## src/rtl/trigger_qualifier.sv

```systemverilog
// Trigger conditioning for the glitch generator: sync, debounce, edge select, Nth-edge fire, holdoff.
// Optional TRIG_QUAL_REARM_EN: holdoff re-arms with the previously latched N instead of idling.
module trigger_qualifier #(
  parameter int unsigned SYNC_STAGES     = 2,
  parameter int unsigned DEBOUNCE_CYCLES = 16,
  parameter int unsigned CNT_W           = 16,
  parameter int unsigned HOLDOFF_CYCLES  = 1024
) (
  input  logic             clk,
  input  logic             rst_n,
  input  logic             trig_in,
  input  logic             edge_sel,
  input  logic             arm,
  input  logic             abort,
  input  logic [CNT_W-1:0] nth_edge,
  input  logic             done,
  output logic             trigger,
  output logic             armed,
  output logic             busy,
  output logic             trig_filt,
  output logic [CNT_W-1:0] edge_count
);

  localparam int unsigned DB_W = $clog2(DEBOUNCE_CYCLES + 1);
  localparam int unsigned HO_W = (HOLDOFF_CYCLES > 0) ? $clog2(HOLDOFF_CYCLES + 1) : 1;
  localparam logic [DB_W-1:0] DB_LAST = DB_W'(DEBOUNCE_CYCLES);
  localparam logic [HO_W-1:0] HO_LAST = (HOLDOFF_CYCLES > 0) ? HO_W'(HOLDOFF_CYCLES - 1) : '0;

  typedef enum logic [2:0] {
    S_IDLE, S_ARMED, S_FIRE, S_WAIT_DONE, S_HOLDOFF
  } state_t;

  state_t             state;
  logic [SYNC_STAGES-1:0] sync_q;
  logic               trig_sync;
  logic [DB_W-1:0]    db_cnt;
  logic               filt_d;
  logic               edge_p;
  logic [CNT_W-1:0]   n_lat;
  logic [CNT_W-1:0]   cnt_inc;
  logic [HO_W-1:0]    hold_cnt;

  assign trig_sync = sync_q[SYNC_STAGES-1];
  assign cnt_inc   = edge_count + CNT_W'(1);

  always_ff @(posedge clk) begin
    if (!rst_n) sync_q <= '0;
    else        sync_q <= {sync_q[SYNC_STAGES-2:0], trig_in};
  end

  // Commit after DEBOUNCE_CYCLES+1 disagreeing samples, placing the trig_filt change
  // SYNC_STAGES+DEBOUNCE_CYCLES edges after trig_in is first captured.
  always_ff @(posedge clk) begin
    if (!rst_n) begin
      db_cnt    <= '0;
      trig_filt <= 1'b0;
      filt_d    <= 1'b0;
      edge_p    <= 1'b0;
    end else begin
      filt_d <= trig_filt;
      edge_p <= edge_sel ? (filt_d & ~trig_filt) : (~filt_d & trig_filt);
      if (trig_sync == trig_filt) begin
        db_cnt <= '0;
      end else if (db_cnt == DB_LAST) begin
        trig_filt <= trig_sync;
        db_cnt    <= '0;
      end else begin
        db_cnt <= db_cnt + DB_W'(1);
      end
    end
  end

  always_ff @(posedge clk) begin
    if (!rst_n) begin
      state      <= S_IDLE;
      trigger    <= 1'b0;
      armed      <= 1'b0;
      busy       <= 1'b0;
      edge_count <= '0;
      n_lat      <= CNT_W'(1);
      hold_cnt   <= '0;
    end else if (abort) begin
      state   <= S_IDLE;
      trigger <= 1'b0;
      armed   <= 1'b0;
      busy    <= 1'b0;
    end else begin
      case (state)
        S_IDLE: begin
          if (arm) begin
            state      <= S_ARMED;
            armed      <= 1'b1;
            edge_count <= '0;
            n_lat      <= (nth_edge == '0) ? CNT_W'(1) : nth_edge;
          end
        end
        S_ARMED: begin
          if (edge_p) begin
            edge_count <= cnt_inc;
            if (cnt_inc == n_lat) begin
              state   <= S_FIRE;
              trigger <= 1'b1;
              armed   <= 1'b0;
              busy    <= 1'b1;
            end
          end
        end
        S_FIRE: begin
          // A done level left over from the previous shot must drop before it can count.
          if (!done) state <= S_WAIT_DONE;
        end
        S_WAIT_DONE: begin
          if (done) begin
            state    <= S_HOLDOFF;
            trigger  <= 1'b0;
            hold_cnt <= '0;
          end
        end
        S_HOLDOFF: begin
          if (hold_cnt == HO_LAST) begin
            busy <= 1'b0;
`ifdef TRIG_QUAL_REARM_EN
            state      <= S_ARMED;
            armed      <= 1'b1;
            edge_count <= '0;
`else
            state <= S_IDLE;
`endif
          end else begin
            hold_cnt <= hold_cnt + HO_W'(1);
          end
        end
        default: state <= S_IDLE;
      endcase
    end
  end

endmodule
```

## config.mk

```make
export PLATFORM = sky130hd
export DESIGN_NAME = trigger_qualifier
export DESIGN_NICKNAME = d
export VERILOG_FILES = /design/src/rtl/trigger_qualifier.sv
export SDC_FILE = /design/constraint.sdc
export NUM_CORES = 1
export LEC_CHECK = 0
export CAP_MARGIN = 5
export CORE_ASPECT_RATIO = 0.6
export CORE_MARGIN = 8
export CORE_UTILIZATION = 35
export DETAILED_ROUTE_END_ITERATION = 8
export MAX_ROUTING_LAYER = met4
export SLEW_MARGIN = 20
export SYNTH_ARGS = -nofsm -noshare
export SYNTH_HDL_FRONTEND = slang
export SYNTH_SLANG_ARGS = --single-unit
```

## constraint.sdc

```tcl
create_clock -name clk -period 2.8 [get_ports clk]
set_input_delay 0.56 -clock clk [delete_from_list [all_inputs] [get_ports clk]]
set_output_delay 0.56 -clock clk [all_outputs]
set_load 0.01 [all_outputs]
```

==> results of run 1 <==
==> synth_stat cells (2+ instances only) <==
library cell   n
dfxtp_1       59
nand2_1       55
nor2_1        37
o21ai_0       22
a21oi_1       19
xnor2_1       19
nor2b_1       18
a21boi_0      16
nand3_1       16
clkbuf_1      15
nor3_1        12
and2_1        10
nor4_1        10
buf_2          8
xor2_1         8
inv_1          6
nand2b_1       5
nand4_1        5
ha_1           4
mux2i_1        4
buf_4          3
nor3b_1        3
or4_1          3
a211oi_1       2
a21boi_1       2
a22oi_1        2
a31oi_1        2
and3_1         2
nand3_2        2
o21a_1         2
o311ai_0       2
or2_2          2
or3_1          2
==> worst max path at each step <==
stage,startpoint,endpoint,slack (ns)
floorplan,edge_count[0]$_SDFFE_PN0P_,trigger$_SDFFE_PP0P_,0.51
global placement,edge_count[1]$_SDFFE_PN0P_,trigger$_SDFFE_PP0P_,0.40
detailed placement,edge_count[1]$_SDFFE_PN0P_,trigger$_SDFFE_PP0P_,0.32
CTS,edge_count[1]$_SDFFE_PN0P_,trigger$_SDFFE_PP0P_,0.31
global route,edge_count[1]$_SDFFE_PN0P_,trigger$_SDFFE_PP0P_,0.09
finish,edge_count[1]$_SDFFE_PN0P_,trigger$_SDFFE_PP0P_,0.29
==> report_power, final <==
group / internal (uW) / switching [uW] / leakage, uW
Combinational: 72.6 / 69.1 / 0.000773
Clock: 802 / 390 / 0.000155
Sequential: 854 / 16.2 / 0.000478
==> kinds of logic (layout without fill, tap and decap cells) <==
family | after synthesis | after routing | share of synthesized area (%)
fa+ha+maj | 4 | 4 | 1.57
compound gates | 76 | 76 | 14.9
mux | 6 | 6 | 2.07
flops | 59 | 59 | 36.9
simple gates | 196 | 196 | 32.7
buf+inv | 32 | 74 | 4.42
xor+xnor | 27 | 27 | 7.39
==> sequential cells by signal (all words and copies together) (netlist names) <==
| name | flops |
|---|---|
| state | 3 |
| edge_count | 16 |
| sync_q | 2 |
| hold_cnt | 11 |
| armed | 1 |
| busy | 1 |
| db_cnt | 5 |
| trigger | 1 |
| filt_d | 1 |
| trig_filt | 1 |
| n_lat | 16 |
| edge_p | 1 |
==> metrics by stage <==
| step | hold slack [ns] | instance area [um^2] |
|---|---|---|
| final | 0.430 | 4050 |
| after global routing | 0.458 | 4050 |
| after CTS | 0.437 | 4050 |
| after detailed placement | 0.422 | 3720 |
| after global placement | 0.418 | 3720 |
| after floorplan | 0.412 | 3200 |
==> final cells by class <==
type	count	area (um^2)
timing repair buffer	52	495
fill	869	4970
clock buffer	10	239
multi-input combinational	309	1880
clock inverter	6	88.8
sequential	59	1180
tap	116	145
inverter	6	22.5
==> metal layers <==
| metal | GRT usage, % | up-vias | wire length (um) |
|---|---|---|---|
| met5 | - | - | 0 |
| met4 | 5.27 | 0 | 77 |
| met3 | 4.38 | 9 | 699 |
| met2 | 16.9 | 106 | 3150 |
| met1 | 20.9 | 1324 | 4410 |
| li1 | - | 1465 | - |
==> impl_metrics.json, run 1 <==
{
  "cts_buffer_depth": 2,
  "critPathKind": "reg -> reg",
  "ff2ff_setup_slack_ns": 0.29,
  "io_buffer_count": 42,
  "cts_resized": 0,
  "num_vias": 2904,
  "dp.cells": 542,
  "min_path_type": "reg -> reg",
  "worst-path-buf-inv": 0,
  "worstHoldStart": "sync_q[0]$_SDFF_PN0_",
  "cp.arrival_ns": 2.78,
  "antenna_cells": 0,
  "synth-edff-count": 0,
  "crit_path_end_kind": "register",
  "hold_end": "sync_q[1]$_SDFF_PN0_",
  "drtIter0Drc": 327,
  "avgSynthCellArea_um2": 8.00,
  "leakagePower_uw": 0.00141,
  "dp_slack_ns": 0.316,
  "crit_required_ns": 3.07,
  "grt_pass1_wl_mm": 13.7,
  "place_congestion": 0.899,
  "yosys_register_bits": 59,
  "cts_root_buf": "clkbuf_16",
  "grtUsageTotal_pct": 14.1,
  "setup.worst_path.start_class": "register",
  "wl_per_cell_um": 14.9,
  "start_util_pct": 35.5,
  "rr_startpoint": "edge_count[1]$_SDFFE_PN0P_",
  "row_count": 27,
  "cts.sinks": 59,
  "yosys.area.top_type_share_pct": 36.9,
  "syn_nets": 427,
  "finalMaxSlewViolations": 0,
  "drv_cap": 0,
  "clkTransAtPathRegs_ns": 0.05,
  "area_delta_synth_final_pct": 26.6,
  "setup_violations": 0,
  "path_max_fanout": 10,
  "hold_buffers": 0,
  "outcome": "complete, no violations",
  "max_stage_delay_ns": 0.50,
  "period_share_pct": 89.7,
  "async_reset_ff_share_pct": 0,
  "syn_area_mm2": 0.00320,
  "synth_cells": 400,
  "wl_mm": 8.34,
  "crit_chain": "ha_1 -> nand3_1 -> nor4_1 -> xnor2_1 -> o21ai_0 -> a211o_1 -> nor3_4 -> o211a_1",
  "hpwl_mm": 6.26,
  "powerDensity_mw_per_mm2": 545,
  "drive_gt1_share_pct": 8.82,
  "rsz0062_at_grt": "no",
  "cts_tree": "built",
  "r2r_end": "trigger$_SDFFE_PP0P_",
  "numCtsBuffers": 9,
  "cts_htree_levels": 3,
  "finalPower_uw": 2200,
  "maxSlewHeadroom_pct": 67.4,
  "dieArea_mm2": 0.0126,
  "ir_drop_mv": 0.290,
  "grt_overflow": 0,
  "critPathSlowestCell": "nor4_1",
  "dr.pass1.iters": 5,
  "synth_ff_type": "dfxtp_1",
  "setup_ws_ns": 0.289,
  "clk_latency_ns": 0.33,
  "final_cells": 558,
  "final_cell_mix": "dfxtp_1, nand2_1, clkdlybuf4s50_1",
  "setup_tns_ns": 0,
  "hold_depth": 1,
  "final_util_pct": 44.9,
  "die_w_um": 139,
  "cpLargestDelayFamily": "simple AND/OR/NAND/NOR gates",
  "io_pins": 43,
  "worst_pin_slew_ns": 0.484,
  "vias_per_cell": 5.20,
  "skew_ns": 0.00411,
  "final_common_cell": "dfxtp_1",
  "yosys_warnings": 0,
  "antenna_found_initial": 0,
  "period_minus_slack_ns": 2.51,
  "nNetsFinal": 464,
  "timing.fmax_ghz": 0.398,
  "r2r_cells": 8,
  "yosysUniqueCellTypes": 56,
  "grt_pass1_vias": 2614,
  "ys_top_cells_by_area": "dfxtp_1, nand2_1, xnor2_1",
  "final-hold-violation-count": 0,
  "core-area_mm2": 0.00902,
  "cp.depth": 8,
  "drc": 0,
  "grt_max_degree": 22,
  "die_y_um": 90.0,
  "synth_top_area_cell": "dfxtp_1",
  "ant_nets": 0,
  "ys_seq_area_share_pct": 36.9,
  "post_cts_buffers": 0
}
Power figures use the tool's default switching activity.
==> run 2: changes to the inputs <==
--- a/config.mk
+++ b/config.mk
@@ -10,6 +10,7 @@
 export CORE_MARGIN = 8
 export CORE_UTILIZATION = 35
 export DETAILED_ROUTE_END_ITERATION = 8
+export HOLD_SLACK_MARGIN = 0.05
 export MAX_ROUTING_LAYER = met4
 export SLEW_MARGIN = 20
 export SYNTH_ARGS = -nofsm -noshare
==> results of run 2 <==
Same layout as run 1: the final DEF is identical, and so are final timing and power.
==> run 3: changes to the inputs <==
--- a/config.mk
+++ b/config.mk
@@ -8,7 +8,7 @@
 export CAP_MARGIN = 5
 export CORE_ASPECT_RATIO = 0.6
 export CORE_MARGIN = 8
-export CORE_UTILIZATION = 35
+export CORE_UTILIZATION = 40
 export DETAILED_ROUTE_END_ITERATION = 8
 export HOLD_SLACK_MARGIN = 0.05
 export MAX_ROUTING_LAYER = met4
==> impl_metrics.json, run 3 (synthesized netlist as in run 1, its figures left out) <==
{
  "outcome": "complete, no violations",
  "final_cell_mix": "dfxtp_1, nand2_1, clkdlybuf4s50_1",
  "cp.arrival_ns": 2.82,
  "cts_htree_levels": 3,
  "timing.fmax_ghz": 0.393,
  "hpwl_mm": 6.13,
  "finalMaxSlewViolations": 0,
  "ant_nets": 0,
  "die_w_um": 131,
  "cts_resized": 0,
  "dieArea_mm2": 0.0112,
  "cts_root_buf": "clkbuf_16",
  "final-hold-violation-count": 0,
  "clk_latency_ns": 0.33,
  "io_buffer_count": 42,
  "reg.largest.list": "edge_count: 16 flops, n_lat: 16 flops, hold_cnt: 11 flops",
  "min_path_type": "reg -> reg",
  "antenna_cells": 0,
  "hold_buffers": 0,
  "dp.cells": 534,
  "nNetsFinal": 464,
  "drc": 0,
  "start_util_pct": 40.9,
  "cts_buffer_depth": 2,
  "p_comb_share_pct": 7.2,
  "die_y_um": 85.3,
  "path_max_fanout": 10,
  "row_count": 25,
  "wl_per_cell_um": 15.0,
  "cts_tree": "built",
  "grt_max_degree": 28,
  "hold_end": "sync_q[1]$_SDFF_PN0_",
  "post_cts_buffers": 0,
  "crit_required_ns": 3.07,
  "worst_pin_slew_ns": 0.545,
  "crit_path_end_kind": "register",
  "rsz0062_at_grt": "no",
  "grtUsageTotal_pct": 15.7,
  "critPathKind": "reg -> reg",
  "maxSlewHeadroom_pct": 63.3,
  "final_cells": 547,
  "skew_ns": 0.00809,
  "period_minus_slack_ns": 2.54,
  "powerDensity_mw_per_mm2": 497,
  "setup_ws_ns": 0.257,
  "ir_drop_mv": 0.278,
  "rr_startpoint": "edge_count[1]$_SDFFE_PN0P_",
  "wl_mm": 8.18,
  "io_pins": 43,
  "numCtsBuffers": 9,
  "setup.worst_path.start_class": "register",
  "finalPower_uw": 1970,
  "fill_cells": 805,
  "hold_depth": 1,
  "antenna_found_initial": 0,
  "cts.sinks": 59,
  "place_congestion": 0.884,
  "leakagePower_uw": 0.00138,
  "drv_cap": 0,
  "p_int_uw": 1530,
  "dr.pass1.iters": 5,
  "switching_share_pct": 22.5,
  "period_share_pct": 90.8,
  "grt_pass1_wl_mm": 13.6,
  "drtIter0Drc": 261,
  "num_vias": 2829,
  "vias_per_cell": 5.17,
  "p_switching_uw": 443,
  "area_delta_synth_final_pct": 24.0,
  "final_common_cell": "dfxtp_1",
  "worstHoldStart": "sync_q[0]$_SDFF_PN0_",
  "ff2ff_setup_slack_ns": 0.26,
  "setup_tns_ns": 0,
  "grt_overflow": 0,
  "core-area_mm2": 0.00782,
  "r2r_cells": 8,
  "critPathLaunch": "edge_count[1]$_SDFFE_PN0P_",
  "power_frac_clock_pct": 48.6,
  "setup_violations": 0,
  "grt_pass1_vias": 2646,
  "clkTransAtPathRegs_ns": 0.05,
  "drive_gt1_share_pct": 8.20,
  "r2r_end": "busy$_SDFFE_PP0P_",
  "p_seq_share_pct": 44.2,
  "dp_slack_ns": 0.270
}
## run 3: changes by cell type in the layout (fill, tap and decap cells not counted), sizes merged
cell,delta
bufinv,-2
clkinvlp,-1
## run 3: layout make-up
type                            instances  area, um^2  share of cell area [%]
Multi-Input combinational cell        309        1880                    47.3
Sequential cell                        59        1180                    29.8
Timing Repair Buffer                   52         495                    12.5
Clock buffer                           10         239                    6.03
Tap cell                              108         135                    3.41
Inverter                                6        22.5                   0.568
Clock inverter                          3        17.5                   0.442
## run 3: critical path: stages, from the launching register on
cell and delay, ns:
dfxtp_1 0.40, ha_1 0.37, nand3_1 0.19, nor4_1 0.54, xnor2_1 0.18, o21ai_0 0.12, a211o_1 0.29, nor3_4 0.25
o21a_1 0.16
## run 3: worst max-delay path by stage
stage / to / slack (ns) / cells after the start
floorplan: trigger$_SDFFE_PP0P_ / 0.51 / 9
global placement: trigger$_SDFFE_PP0P_ / 0.39 / 8
detailed placement: trigger$_SDFFE_PP0P_ / 0.27 / 8
CTS: busy$_SDFFE_PP0P_ / 0.26 / 8
global route: state[1]$_SDFFE_PP0P_ / 0.02 / 8
finish: busy$_SDFFE_PP0P_ / 0.26 / 8
## run 3: through the flow
step / hold slack (ns) / utilization (%) / cell area (um^2)
global route: 0.497 / 50.7 / 3970
floorplan: 0.412 / - / 3200
CTS: 0.450 / 50.7 / 3970
detailed placement: 0.435 / 47.4 / 3710
finish: 0.448 / 50.7 / 3970
global placement: 0.443 / 47.4 / 3710
## run 3: power groups by stage
stage	combinational [uW]	clock [uW]	sequential, uW
floorplan	82.2	0	880
global placement	140	0	888
detailed placement	142	0	888
CTS	142	986	871
global route	157	1020	872
finish	142	960	872
## run 3: per-layer routing
metal / global-route usage [%] / vias up / share of wire (%)
met5: - / - / 0
met4: 4.66 / 0 / 0.54
met3: 5.90 / 4 / 7.1
met2: 18.9 / 77 / 36
met1: 22.7 / 1289 / 56
li1: - / 1459 / -
